==> config.mk <==
export PLATFORM = sky130hd
export DESIGN_NAME = rr_arb
export DESIGN_NICKNAME = d
export VERILOG_FILES = /design/src/rtl/rr_arb.sv
export SDC_FILE = /design/constraint.sdc
export NUM_CORES = 1
export LEC_CHECK = 0
export CAP_MARGIN = 0
export CELL_PAD_IN_SITES_DETAIL_PLACEMENT = 1
export CELL_PAD_IN_SITES_GLOBAL_PLACEMENT = 1
export CORE_AREA = 2 2 45 55
export CTS_CLUSTER_SIZE = 25
export DETAILED_ROUTE_END_ITERATION = 8
export DIE_AREA = 0 0 47 57
export GPL_TIMING_DRIVEN = 1
export PLACE_DENSITY_LB_ADDON = 0.1
export SYNTH_ARGS = -nofsm -noshare
export SYNTH_HDL_FRONTEND = slang
export SYNTH_SLANG_ARGS = --single-unit
export TNS_END_PERCENT = 10
==> constraint.sdc <==
create_clock -name clk -period 9.8 [get_ports clk]
set_clock_uncertainty 0.15 [all_clocks]
set_input_delay 0.98 -clock clk [delete_from_list [all_inputs] [get_ports clk]]
set_output_delay 0.98 -clock clk [all_outputs]
set_load 0.01 [all_outputs]
==> src/rtl/rr_arb.sv <==
// Round-robin arbiter: picks one of N requestors and holds a registered one-hot grant until it is acknowledged.
// Latency: 1 cycle from request to grant; acked grants are replaced back-to-back with no bubble.
// Backpressure: i_gnt_ack low freezes o_gnt/o_gnt_vld; i_req changes are ignored while a grant is outstanding.
//
// Ports:
//   clk        - clock, all state updates on the rising edge
//   rst        - synchronous active-high reset; drops any outstanding grant
//   i_req      - [N-1:0] request vector, bit i = requestor i wants a grant
//   o_gnt_vld  - a grant is outstanding
//   o_gnt      - [N-1:0] one-hot grant, zero when o_gnt_vld=0
//   o_gnt_idx  - [$clog2(N)-1:0] binary index of o_gnt, 0 when idle
//                (present only when RR_ARB_GNT_IDX_EN is defined)
//   i_gnt_ack  - consumer accepts the outstanding grant; ignored when idle
//
// Optional feature macro: RR_ARB_GNT_IDX_EN adds o_gnt_idx via rr_arb_enc.

`ifdef RR_ARB_GNT_IDX_EN
// One-hot to binary encoder.
// Latency: combinational.
// Backpressure: none.
//
// Ports:
//   i_oh   - [N-1:0] one-hot (or zero) input
//   o_idx  - [$clog2(N)-1:0] index of the set bit, 0 when input is zero
module rr_arb_enc #(
    parameter int N = 4
) (
    input  logic [N-1:0]         i_oh,
    output logic [$clog2(N)-1:0] o_idx
);
    localparam int W = $clog2(N);

    // OR of the indices of all set bits; exact for one-hot input and
    // naturally zero when no bit is set.
    always_comb begin
        o_idx = '0;
        for (int i = 0; i < N; i++) begin
            if (i_oh[i]) begin
                o_idx = o_idx | W'(i);
            end
        end
    end
endmodule
`endif

module rr_arb #(
    parameter int N = 4
) (
    input  logic                 clk,
    input  logic                 rst,
    input  logic [N-1:0]         i_req,
    output logic                 o_gnt_vld,
    output logic [N-1:0]         o_gnt,
`ifdef RR_ARB_GNT_IDX_EN
    output logic [$clog2(N)-1:0] o_gnt_idx,
`endif
    input  logic                 i_gnt_ack
);
    localparam int W = $clog2(N);

    typedef enum logic [0:0] {
        ST_IDLE  = 1'b0,
        ST_GRANT = 1'b1
    } state_e;

    state_e         state_q, state_d;
    logic [W-1:0]   ptr_q,   ptr_d;
    logic [N-1:0]   gnt_q,   gnt_d;
    // Binary index of the outstanding grant, kept alongside gnt_q so the
    // post-ack priority pointer needs no encoder on the critical path.
    logic [W-1:0]   gidx_q,  gidx_d;

    logic [W-1:0]   nxt_ptr;
    logic [W-1:0]   scan_start;
    logic [N-1:0]   win_oh;
    logic [W-1:0]   win_idx;

    // Priority after an ack: the slot just past the granted index, wrapping.
    assign nxt_ptr = (gidx_q == W'(N - 1)) ? '0 : gidx_q + W'(1);

    // In GRANT the scan only matters on an ack, and then it must already
    // use the rotated priority so a new winner lands without a bubble.
    assign scan_start = (state_q == ST_GRANT) ? nxt_ptr : ptr_q;

    // Rotating priority pick: walk N slots upward from scan_start modulo N
    // and keep the first requesting slot. Output is one-hot or zero.
    always_comb begin
        logic         found;
        logic [W:0]   pos_ext;
        logic [W-1:0] pos;
        win_oh  = '0;
        win_idx = '0;
        found   = 1'b0;
        pos_ext = '0;
        pos     = '0;
        for (int k = 0; k < N; k++) begin
            pos_ext = {1'b0, scan_start} + (W + 1)'(k);
            if (pos_ext >= (W + 1)'(N)) begin
                pos_ext = pos_ext - (W + 1)'(N);
            end
            pos = pos_ext[W-1:0];
            if (!found && i_req[pos]) begin
                found       = 1'b1;
                win_oh[pos] = 1'b1;
                win_idx     = pos;
            end
        end
    end

    // Next-state logic.
    always_comb begin
        state_d = state_q;
        ptr_d   = ptr_q;
        gnt_d   = gnt_q;
        gidx_d  = gidx_q;
        case (state_q)
            ST_IDLE: begin
                if (|i_req) begin
                    gnt_d   = win_oh;
                    gidx_d  = win_idx;
                    state_d = ST_GRANT;
                end
            end
            ST_GRANT: begin
                if (i_gnt_ack) begin
                    ptr_d = nxt_ptr;
                    if (|i_req) begin
                        gnt_d  = win_oh;
                        gidx_d = win_idx;
                    end else begin
                        gnt_d   = '0;
                        gidx_d  = '0;
                        state_d = ST_IDLE;
                    end
                end
            end
            default: begin
                gnt_d   = '0;
                gidx_d  = '0;
                state_d = ST_IDLE;
            end
        endcase
    end

    always_ff @(posedge clk) begin
        if (rst) begin
            state_q <= ST_IDLE;
            ptr_q   <= '0;
            gnt_q   <= '0;
            gidx_q  <= '0;
        end else begin
            state_q <= state_d;
            ptr_q   <= ptr_d;
            gnt_q   <= gnt_d;
            gidx_q  <= gidx_d;
        end
    end

    assign o_gnt_vld = (state_q == ST_GRANT);
    assign o_gnt     = gnt_q;

`ifdef RR_ARB_GNT_IDX_EN
    rr_arb_enc #(
        .N (N)
    ) u_enc (
        .i_oh  (gnt_q),
        .o_idx (o_gnt_idx)
    );
`endif

    a_vld_matches_gnt: assert property (@(posedge clk) disable iff (rst)
        o_gnt_vld == (|o_gnt));

    a_gnt_onehot0: assert property (@(posedge clk) disable iff (rst)
        $onehot0(o_gnt));

    a_gnt_stable: assert property (@(posedge clk) disable iff (rst)
        (o_gnt_vld && !i_gnt_ack) |=> $stable(o_gnt));

endmodule

==> results of run 1 <==
cells in the mapped netlist (all sizes together), types with 2 or more instances:
master / number
a21oi: 13
o21ai: 10
dfxtp: 9
ha: 9
nor2: 7
a221oi: 5
inv: 5
nand2: 5
nor3: 5
a22oi: 4
a31oi: 3
nor4: 3
buf: 2
clkbuf: 2
mux4: 2
nand2b: 2
nor2b: 2
logic make-up (layout without fill, tap and decap cells):
group	after synthesis	count (layout)	share of synthesized area, %
adders and majority gates	9	9	12.6
DFF	9	9	20.2
buffers and inverters	9	20	5.32
AOI/OAI and AO/OA	46	46	34.0
and+or+nand+nor	30	30	20.4
muxes	4	4	7.42
layer usage:
| metal | track usage [%] | up-vias |
|---|---|---|
| met5 | 0 | - |
| met4 | 8.33 | 0 |
| met3 | 1.90 | 5 |
| met2 | 32.9 | 13 |
| met1 | 26.7 | 443 |
| li1 | - | 447 |
cell usage in the layout (no fill, tap or decap), types with 4 or more instances in the layout:
master,synthesis,final
a21oi_1,12,12
clkdlybuf4s50_1,0,11
o21ai_0,9,9
ha_1,9,9
dfxtp_1,9,9
nor2_1,5,5
nor3_1,5,5
nand2_1,5,5
a221oi_1,5,5
a22oi_1,4,4
per-stage QoR:
stage          worst slack [ps]  instances
2_1_floorplan              6700        107
3_3_place_gp               6350        145
3_5_place_dp               6190        145
4_1_cts                    6170        149
5_1_grt                    5880        149
6_report                   6140        149
power by group:
part	total (mW)	switching (mW)	internal, mW
Sequential	0.0487	0.00585	0.0429
Combinational	0.0947	0.0537	0.0411
Clock	0.0290	0.0133	0.0157
Total	0.172	0.0728	0.0996
worst paths after layout:
kind                          start                     to  cells past startpoint  slack (ps)
max          gidx_q[0]$_SDFFE_PP0P_  o_gnt[3]$_SDFFE_PP0P_                      9        6140
min           ptr_q[1]$_SDFFE_PP0P_  ptr_q[1]$_SDFFE_PP0P_                      2         330
max reg2reg  gidx_q[0]$_SDFFE_PP0P_  o_gnt[3]$_SDFFE_PP0P_                      9        6140
min reg2reg   ptr_q[1]$_SDFFE_PP0P_  ptr_q[1]$_SDFFE_PP0P_                      2         330
critical path: cells and delay by family (launching register included):
kind	cells	cell delay [ps]
AO/OA/AOI/OAI	3	720
AND/OR/NAND/NOR	2	520
adder cells (fa/ha/maj)	2	730
multiplexers	2	1010
flip-flops	1	460
flip-flops by register name, summed over array words and instances, names as in the netlist:
| name | flops |
|---|---|
| gidx_q | 2 |
| o_gnt | 4 |
| o_gnt_vld | 1 |
| ptr_q | 2 |
area by class of cell:
cell class | count | area, sq um | share of cell area [%]
Clock buffer | 4 | 26.3 | 2.52
Multi-Input combinational cell | 89 | 666 | 63.9
Sequential cell | 9 | 180 | 17.3
Timing Repair Buffer | 11 | 110 | 10.6
Tap cell | 31 | 38.8 | 3.72
Inverter | 5 | 21.3 | 2.04
==> reports/metrics.csv, run 1 <==
stage,metric,value,unit
outcome,status,"finished, final reports clean",
final_layout,layout cell share with drive strength beyond 1,11.0,%
critical_path,WS Path Type,flip-flop to flip-flop,
detailed_routing,via-per-instance ratio,6.09,
detailed_routing,total routed wirelength,2.31,mm
logic_synthesis,Most used DFF post-synth,dfxtp_1,
critical_path,Critical Path AT,3710,ps
global_route,largest net degree at the start of global routing,13,
logic_synthesis,"Distinct cells, synth",43,
place,Final HPWL DP,1.87,mm
die,Die Span Y,57,um
cts,worst skew pair latency,260,ps
critical_path,CP peak stage delay,720,ps
logic_synthesis,cell area after synthesis,893,sq um
cts,Clock Sinks,9,
cts,CTS tree,yes,
logic_synthesis,sequential fraction of the synthesis area,20.2,%
run,max-cap violations,0,
cts,root buf cell,clkbuf_4,
critical_path,worst-path cell chain,"ha_1, mux2i_1, ha_1, mux2_2, a2111oi_0, nor3_1, nor2b_1, a22oi_1, a21oi_1",
timing,Fin Hold WS,328,ps
place,Post-Place Cell Area,1020,sq um
logic_synthesis,syn nets,123,
critical_path,CP Launch Type,flip-flop,
detailed_routing,highest routed layer,met4,
power,total power,0.172,mW
detailed_routing,WL met1,1.04,mm
logic_synthesis,"Async S/R FF share, synth",0,%
detailed_routing,vias post-DR,908,
timing,f_max,273,MHz
logic_synthesis,synthesized area per cell,8.35,sq um
final_layout,Area Growth Syn to Fin,16.7,%
global_route,vias in the first global route,856,
logic_synthesis,most area-hungry cell type in the Yosys netlist,dfxtp_1,
logic_synthesis,Synth top area share,20.2,%
detailed_routing,post-route ant nets,0,
power,Worst VDD drop,0.0601,mV
detailed_routing,drc violations,0,
die,Initial Utilization,40.8,%
detailed_routing,DR pass1 iterations,4,
final_layout,antenna cells,0,
cts,H-Tree Depth,1,
critical_path,Worst setup EP type,flip-flop,
final_layout,Filler cells,281,
detailed_routing,met3 WL,34,um
timing,period utilisation layout,37.4,%
detailed_routing,met2 wire len,1.19,mm
min_path,HP Class,flip-flop to flip-flop,
timing,Worst Max-Slew Pin Slew,910,ps
timing,RSZ-0062 raised after global routing,false,
power,PD cells,165,nW/um^2
final_layout,design area,1040,sq um
cts,post-CTS setup buffer count,0,
global_route,initial antenna violation count,0,
logic_synthesis,Post-Syn Instances,107,
cts,Clock Pin Slew Worst Setup and Hold Paths,60,ps
global_route,"Remaining Overflow, GRT",0,
critical_path,"Slowest-stage cell, CP",mux2i_1,
critical_path,crit path max fanout,11,
final_layout,final net count,135,
final_layout,post-route core utilization,47.7,%
global_route,overall routing resource usage,20.3,%
timing,Final Slew Violations,0,
cts,CTS max path bufs,2,
die,die width,47,um
detailed_routing,1st-iter DRT viols,11,
timing,setup violators final,0,
place,RD Place Congestion,0.838,
timing,min cycle time layout,3660,ps
global_route,first-pass GRT wire length,4.04,mm
logic_synthesis,Area contributors post-synth,"dfxtp_1 20%, ha_1 13%, a21oi_1 6.7%",
timing,final hold vios,0,
die,I/O pin cnt,12,
die,die area,2680,sq um
die,core area,2190,sq um
die,FP Rows,19,
cts,Num CTS Buffers,3,
power,Leak Pwr,0.379,nW
logic_synthesis,Yosys warnings,0,
cts,post-cts sizing count,0,
detailed_routing,post-DR wirelength/cell,15.5,um
cts,hold_buf cts,0,
logic_synthesis,number of enable flip-flop cells after synthesis,0,
logic_synthesis,"flops & latches, synth",9,
critical_path,Crit path top cell by count,ha_1,
place,I/O Buffers,11,
critical_path,Critical Path RT,9840,ps
timing,final setup TNS,0,ps
timing,max_slew headroom,37.6,%
Power figures use the tool's default switching activity.
==> run 2: changes to the inputs <==
--- a/config.mk
+++ b/config.mk
@@ -8,10 +8,10 @@
 export CAP_MARGIN = 0
 export CELL_PAD_IN_SITES_DETAIL_PLACEMENT = 1
 export CELL_PAD_IN_SITES_GLOBAL_PLACEMENT = 1
-export CORE_AREA = 2 2 45 55
+export CORE_AREA = 2 2 47 57
 export CTS_CLUSTER_SIZE = 25
 export DETAILED_ROUTE_END_ITERATION = 8
-export DIE_AREA = 0 0 47 57
+export DIE_AREA = 0 0 49 59
 export GPL_TIMING_DRIVEN = 1
 export PLACE_DENSITY_LB_ADDON = 0.1
 export SYNTH_ARGS = -nofsm -noshare
==> constraint.sdc (replaced) <==
create_clock -name clk -period 3.48 [get_ports clk]
set_clock_uncertainty 0.15 [all_clocks]
set_input_delay 0.348 -clock clk [delete_from_list [all_inputs] [get_ports clk]]
set_output_delay 0.348 -clock clk [all_outputs]
set_load 0.01 [all_outputs]
==> reports/metrics.csv, run 2 (same netlist as run 1, synthesis figures left out) <==
stage,metric,value,unit,change
outcome,status,"finished, final reports clean",,
cts,hold_buf cts,0,,unchanged
critical_path,WP depth,9,,unchanged
place,I/O Buffers,11,,unchanged
place,placed insts,146,,+0.69%
die,Initial Utilization,38.7,%,-2.1 points
critical_path,crit path max fanout,12,,+1
power,Leak Pwr,0.383,nW,+1.2%
timing,final hold vios,0,,unchanged
cts,post-cts sizing count,0,,unchanged
place,RD Place Congestion,0.799,,-4.6%
cts,root buf cell,clkbuf_4,,
timing,max_slew headroom,48.7,%,+11 points
detailed_routing,post-DR wirelength/cell,16.0,um,+3.3%
final_layout,final std cells w/o fill,150,,+0.67%
final_layout,antenna cells,0,,unchanged
critical_path,Reg2Reg Depth,9,,unchanged
final_layout,most frequent cells in the layout,"12 x a21oi_1, 11 x clkdlybuf4s50_1, 9 x o21ai_0, 9 x ha_1, 9 x dfxtp_1",,
detailed_routing,post-route ant nets,0,,unchanged
critical_path,"Buf+Inv Stages, Crit Path",0,,unchanged
critical_path,worst-path cell chain,"and2_4, nor2_1, ha_1, mux2_2, a2111oi_0, nor3_1, nor2b_1, a22oi_1, a21oi_1",,
final_layout,Area Growth Syn to Fin,17.5,%,
critical_path,Worst setup EP type,flip-flop,,
timing,final setup TNS,0,ps,unchanged
critical_path,crit-path leading delay family,simple AND/OR/NAND/NOR gates,,
final_layout,"most common cell after layout, fill and taps aside",a21oi_1,,
die,Die Span Y,59,um,+3.5%
run,max-cap violations,0,,unchanged
die,I/O pin cnt,12,,unchanged
final_layout,register area,180,sq um,unchanged
global_route,largest net degree at the start of global routing,13,,unchanged
die,core area,2310,sq um,+5.4%
cts,Clock Pin Slew Worst Setup and Hold Paths,60,ps,about the same
detailed_routing,drc violations,0,,unchanged
final_layout,final net count,136,,+0.74%
detailed_routing,total routed wirelength,2.40,mm,+4.0%
die,FP Rows,19,,unchanged
cts,worst skew pair latency,260,ps,about the same
die,die area,2890,sq um,+7.9%
critical_path,"Slowest-stage cell, CP",dfxtp_1,,
timing,period utilisation layout,92.1,%,+55 points
global_route,initial antenna violation count,0,,unchanged
cts,Num CTS Buffers,3,,unchanged
final_layout,Filler cells,281,,unchanged
timing,min cycle time layout,3210,ps,-456 ps
critical_path,Critical Path RT,3520,ps,-6320 ps
global_route,first-pass GRT wire length,4.36,mm,+7.8%
cts,CTS tree,yes,,
global_route,overall routing resource usage,19.4,%,-0.84 points
cts,post-CTS setup buffer count,0,,unchanged
critical_path,Critical Path AT,3250,ps,-460 ps
power,PD cells,475,nW/um^2,+190%
global_route,"Remaining Overflow, GRT",0,,unchanged
global_route,vias in the first global route,950,,+11%
detailed_routing,DR pass1 iterations,4,,unchanged
timing,setup violators final,0,,unchanged
detailed_routing,1st-iter DRT viols,9,,-2
die,die width,49,um,+4.3%
final_layout,Multi-input gate area,666,sq um,unchanged
cts,CTS max path bufs,2,,unchanged
critical_path,WS Path Type,flip-flop to flip-flop,,
cts,H-Tree Depth,1,,unchanged
timing,Fin Hold WS,327,ps,-1.22 ps
power,Worst VDD drop,0.274,mV,+360%
timing,Worst Max-Slew Pin Slew,762,ps,-148 ps
timing,RSZ-0062 raised after global routing,false,,
final_layout,layout cell share with drive strength beyond 1,11.8,%,+0.75 points
timing,f_max,312,MHz,+14%
min_path,Worst Hold Path Cells,2,,unchanged
final_layout,flip-flop count of the largest register after layout,4,,unchanged
critical_path,CP Launch Type,flip-flop,,
timing,Final Slew Violations,0,,unchanged
place,Final HPWL DP,1.84,mm,-1.6%
detailed_routing,via-per-instance ratio,6.11,,+0.32%
min_path,HP Class,flip-flop to flip-flop,,
cts,Clock Sinks,9,,unchanged
critical_path,CP peak stage delay,580,ps,-140 ps
detailed_routing,vias post-DR,917,,+0.99%
[run 2: cell types whose count changed in the layout (fill, tap and decap cells not counted), sizes merged]
| cell | previous run | this run |
|---|---|---|
| buf | 0 | 1 |
[run 2: power breakdown]
part	internal, mW	total [mW]	switching [mW]
clock network	0.0443	0.0847	0.0404
registers	0.121	0.138	0.0172
logic	0.120	0.276	0.156
[run 2: worst register-to-register path, cell delays in order, from the launching register on]
cell and delay, ps:
dfxtp_1 580, and2_4 310, nor2_1 80, ha_1 400
mux2_2 350, a2111oi_0 420, nor3_1 140, nor2b_1 360
a22oi_1 170, a21oi_1 180
[run 2: path summary, 6_finish.rpt]
path | startpoint | endpoint | slack [ps]
worst min register to register | ptr_q[1]$_SDFFE_PP0P_ | ptr_q[1]$_SDFFE_PP0P_ | 330
worst min-delay path | ptr_q[1]$_SDFFE_PP0P_ | ptr_q[1]$_SDFFE_PP0P_ | 330
worst max-delay path | o_gnt_vld$_SDFF_PP0_ | o_gnt[1]$_SDFFE_PP0P_ | 270
worst max register to register | o_gnt_vld$_SDFF_PP0_ | o_gnt[1]$_SDFFE_PP0P_ | 270
[run 2: metal layers]
layer	global-route usage (%)	routed length, um	vias to the layer above
li1	-	-	443
met1	25.0	1080	458
met2	33.5	1240	12
met3	4.55	55	4
met4	4.08	29	0
met5	0	0	-
[run 2: final cells by class]
class | instances | share of cell area, %
multi-input cells | 89 | 63.4
flip-flops and latches | 9 | 17.2
repair buffers | 12 | 11.2
well taps | 31 | 3.69
clock buffers | 4 | 2.50
inverters | 5 | 2.03
[run 2: through the flow]
step | power [mW] | utilization [%] | setup WS (ps) | area [sq um]
after floorplan | 0.334 | - | 378 | 893
after global placement | 0.412 | 44.4 | 366 | 1020
after detailed placement | 0.415 | 44.4 | 334 | 1020
after CTS | 0.501 | 45.5 | 261 | 1050
after global routing | 0.546 | 45.5 | 29.5 | 1050
final | 0.499 | 45.5 | 273 | 1050
==> run 3: changes to the inputs <==
--- a/config.mk
+++ b/config.mk
@@ -8,13 +8,14 @@
 export CAP_MARGIN = 0
 export CELL_PAD_IN_SITES_DETAIL_PLACEMENT = 1
 export CELL_PAD_IN_SITES_GLOBAL_PLACEMENT = 1
-export CORE_AREA = 2 2 47 57
+export CORE_AREA = 2 2 50 61
 export CTS_CLUSTER_SIZE = 25
 export DETAILED_ROUTE_END_ITERATION = 8
-export DIE_AREA = 0 0 49 59
+export DIE_AREA = 0 0 52 63
 export GPL_TIMING_DRIVEN = 1
-export PLACE_DENSITY_LB_ADDON = 0.1
+export PLACE_DENSITY = 0.65
 export SYNTH_ARGS = -nofsm -noshare
 export SYNTH_HDL_FRONTEND = slang
+export SYNTH_HIERARCHICAL = 1
 export SYNTH_SLANG_ARGS = --single-unit
 export TNS_END_PERCENT = 10
==> reports/metrics.csv, run 3 <==
stage,metric,value,unit,change
timing,RSZ-0062 raised after global routing,false,,
power,Worst VDD drop,0.150,mV,-45%
timing,Final Slew Violations,0,,unchanged
critical_path,CP Launch Type,flip-flop,,
logic_synthesis,Area contributors post-synth,"dfxtp_1 20%, ha_1 13%, a21oi_1 6.7%",,
logic_synthesis,"Async S/R FF share, synth",0,%,unchanged
final_layout,design area,1050,sq um,+0.48%
run,max-cap violations,0,,unchanged
logic_synthesis,Post-Syn Instances,107,,unchanged
critical_path,Critical Path RT,3520,ps,about the same
critical_path,crit path max fanout,8,,-4
cts,Clock Sinks,9,,unchanged
die,Die Span Y,63,um,+6.8%
cts,H-Tree Depth,1,,unchanged
logic_synthesis,most numerous cell in the Yosys netlist,a21oi_1,,
cts,hold_buf cts,0,,unchanged
detailed_routing,drc violations,0,,unchanged
logic_synthesis,synthesized area per cell,8.35,sq um,unchanged
final_layout,post-route core utilization,39.0,%,-6.5 points
die,FP Rows,21,,+2
critical_path,Crit path top cell by count,ha_1,,
critical_path,Reg2Reg Depth,9,,unchanged
logic_synthesis,Post-synth top cells,"12 x a21oi_1, 9 x dfxtp_1, 9 x ha_1, 9 x o21ai_0",,
cts,CTS max path bufs,2,,unchanged
power,share of power burned in registers,27.8,%,+0.2 points
die,core area,2710,sq um,+17%
power,PD cells,469,nW/um^2,-1.3%
detailed_routing,via-per-instance ratio,5.95,,-2.7%
global_route,largest net degree at the start of global routing,13,,unchanged
place,I/O Buffers,11,,unchanged
place,Post-Place Cell Area,1030,sq um,+0.37%
critical_path,"Buf+Inv Stages, Crit Path",0,,unchanged
final_layout,layout cell share with drive strength beyond 1,12.6,%,+0.84 points
die,die area,3280,sq um,+13%
critical_path,CP peak stage delay,470,ps,-110 ps
logic_synthesis,"Distinct cells, synth",43,,unchanged
timing,f_max,315,MHz,+0.93%
global_route,first-pass GRT wire length,4.20,mm,-3.6%
timing,min cycle time layout,3180,ps,-29.7 ps
cts,Num CTS Buffers,3,,unchanged
timing,final hold vios,0,,unchanged
timing,Worst Max-Slew Pin Slew,859,ps,+96.5 ps
detailed_routing,1st-iter DRT viols,16,,+7
timing,period utilisation layout,91.3,%,-0.85 points
logic_synthesis,Synth top area share,20.2,%,unchanged
detailed_routing,vias post-DR,910,,-0.76%
global_route,initial antenna violation count,0,,unchanged
critical_path,r2r setup slk,300,ps,+30 ps
cts,CTS tree,yes,,
final_layout,Area Growth Syn to Fin,18.1,%,
logic_synthesis,most area-hungry cell type in the Yosys netlist,dfxtp_1,,
final_layout,flip-flop count of the largest register after layout,4,,unchanged
power,Switching Fraction,42.3,%,-0.53 points
place,Final HPWL DP,1.93,mm,+4.8%
critical_path,Worst setup EP type,flip-flop,,
logic_synthesis,"flops & latches, synth",9,,unchanged
cts,Clock Pin Slew Worst Setup and Hold Paths,60,ps,about the same
logic_synthesis,syn nets,123,,unchanged
critical_path,Critical Path AT,3220,ps,-30 ps
critical_path,WS Path Type,flip-flop to flip-flop,,
detailed_routing,total routed wirelength,2.44,mm,+1.6%
final_layout,antenna cells,0,,unchanged
logic_synthesis,number of enable flip-flop cells after synthesis,0,,unchanged
die,die width,52,um,+6.1%
critical_path,WP depth,9,,unchanged
timing,setup violators final,0,,unchanged
timing,Fin Hold WS,319,ps,-7.59 ps
detailed_routing,post-route ant nets,0,,unchanged
critical_path,worst-path cell chain,"ha_1, mux2i_1, ha_1, mux2_2, a2111oi_0, nor3_1, nor2b_1, a22oi_1, a21oi_1",,
logic_synthesis,cell area after synthesis,893,sq um,unchanged
power,Net Sw Power,0.209,mW,-2.1%
power,Comb power frac,56.2,%,+0.8 points
final_layout,"most common cell after layout, fill and taps aside",a21oi_1,,
timing,final setup TNS,0,ps,unchanged
cts,worst skew pair latency,260,ps,about the same
cts,root buf cell,clkbuf_4,,
global_route,overall routing resource usage,17.1,%,-2.3 points
die,Initial Utilization,33.0,%,-5.7 points
logic_synthesis,Most used DFF post-synth,dfxtp_1,,
logic_synthesis,Yosys warnings,6,,+6
critical_path,Setup crit end,o_gnt[3]$_SDFFE_PP0P_,,
final_layout,final net count,136,,unchanged
global_route,vias in the first global route,891,,-6.2%
detailed_routing,post-DR wirelength/cell,16.0,um,-0.41%
critical_path,crit-path leading delay family,compound AO/OA/AOI/OAI gates,,
critical_path,CP startpoint,gidx_q[0]$_SDFFE_PP0P_,,
final_layout,Filler cells,330,,+17%
power,clock power share,16.0,%,-1.0 points
timing,Final WS setup,303,ps,+29.7 ps
detailed_routing,DR pass1 iterations,4,,unchanged
critical_path,r2r endpoint,o_gnt[3]$_SDFFE_PP0P_,,
critical_path,reg2reg start,gidx_q[0]$_SDFFE_PP0P_,,
die,I/O pin cnt,12,,unchanged
global_route,"Remaining Overflow, GRT",0,,unchanged
place,RD Place Congestion,0.850,,+6.4%
place,Setup WS pre-CTS,287,ps,-46.5 ps
final_layout,most frequent cells in the layout,"12 x a21oi_1, 11 x clkdlybuf4s50_1, 9 x o21ai_0, 9 x ha_1, 8 x dfxtp_1",,
power,Cell Int Power,0.285,mW,about the same
logic_synthesis,sequential fraction of the synthesis area,20.2,%,unchanged
min_path,HP Class,flip-flop to flip-flop,,
timing,max_slew headroom,42.2,%,-6.5 points
power,Leak Pwr,0.383,nW,about the same
outcome,status,"finished, final reports clean",,
critical_path,"Slowest-stage cell, CP",dfxtp_1,,
-- run 3: cell types whose count changed in the layout (fill, tap and decap cells not counted) --
cell,change
dfxtp_1,-1
dfxtp_2,+1
-- run 3: layout make-up --
type / instances / area, sq um / area share (%)
multi-input combinational: 89 / 666 / 63.1
timing repair buffer: 12 / 118 / 11.2
tap: 34 / 42.5 / 4.03
clock buffer: 4 / 26.3 / 2.49
inverter: 5 / 21.3 / 2.02
sequential: 9 / 181 / 17.2
-- run 3: worst min path at each step --
stage	start	slack (ps)	depth (start not counted)	endpoint
finish	ptr_q[1]$_SDFFE_PP0P_	320	2	ptr_q[1]$_SDFFE_PP0P_
global route	ptr_q[1]$_SDFFE_PP0P_	350	2	ptr_q[1]$_SDFFE_PP0P_
CTS	ptr_q[1]$_SDFFE_PP0P_	320	2	ptr_q[1]$_SDFFE_PP0P_
detailed placement	ptr_q[1]$_SDFFE_PP0P_	310	2	ptr_q[1]$_SDFFE_PP0P_
global placement	ptr_q[1]$_SDFFE_PP0P_	310	2	ptr_q[1]$_SDFFE_PP0P_
floorplan	rst	270	1	o_gnt_vld$_SDFF_PP0_
-- run 3: through the flow --
| stage | total power, mW | instances |
|---|---|---|
| finish | 0.494 | 153 |
| global route | 0.540 | 153 |
| CTS | 0.498 | 153 |
| detailed placement | 0.415 | 149 |
| global placement | 0.412 | 149 |
| floorplan | 0.334 | 107 |
-- run 3: kinds of logic after synthesis --
| logic type | after synthesis | share of synthesized area, % |
|---|---|---|
| flip-flops | 9 | 20.2 |
| multiplexers | 4 | 7.42 |
| buffers and inverters | 9 | 5.32 |
| adder cells (fa/ha/maj) | 9 | 12.6 |
| AO/OA/AOI/OAI | 46 | 34.0 |
| AND/OR/NAND/NOR | 30 | 20.4 |
-- run 3: power groups by stage --
stage	Combinational (mW)	Sequential, mW	Clock [mW]
2_1_floorplan	0.195	0.139	0
3_3_place_gp	0.273	0.139	0
3_5_place_dp	0.275	0.139	0
4_1_cts	0.277	0.138	0.0835
5_1_grt	0.308	0.141	0.0908
6_report	0.278	0.138	0.0791
-- run 3: worst register-to-register path, stage by stage, from the launching register on --
cell and delay [ps]:
dfxtp_1 470, ha_1 300, mux2i_1 240, ha_1 350
mux2_2 300, a2111oi_0 450, nor3_1 150, nor2b_1 390
a22oi_1 180, a21oi_1 150
-- run 3: per-layer routing --
metal  global-route usage [%]  part of all wire [%]  up-vias
met1                     21.2                    44      435
met2                     27.4                    51       24
met3                     1.44                   1.9        7
met4                     11.2                   3.6        0
met5                        0                     0        -
li1                         -                     -      444
-- run 3: timing repair --
| item | in CTS | in global routing |
|---|---|---|
| buffers inserted | 0 | 0 |
| setup endpoints to repair | 0 | 1 |
| gates resized for setup | 0 | 1 |
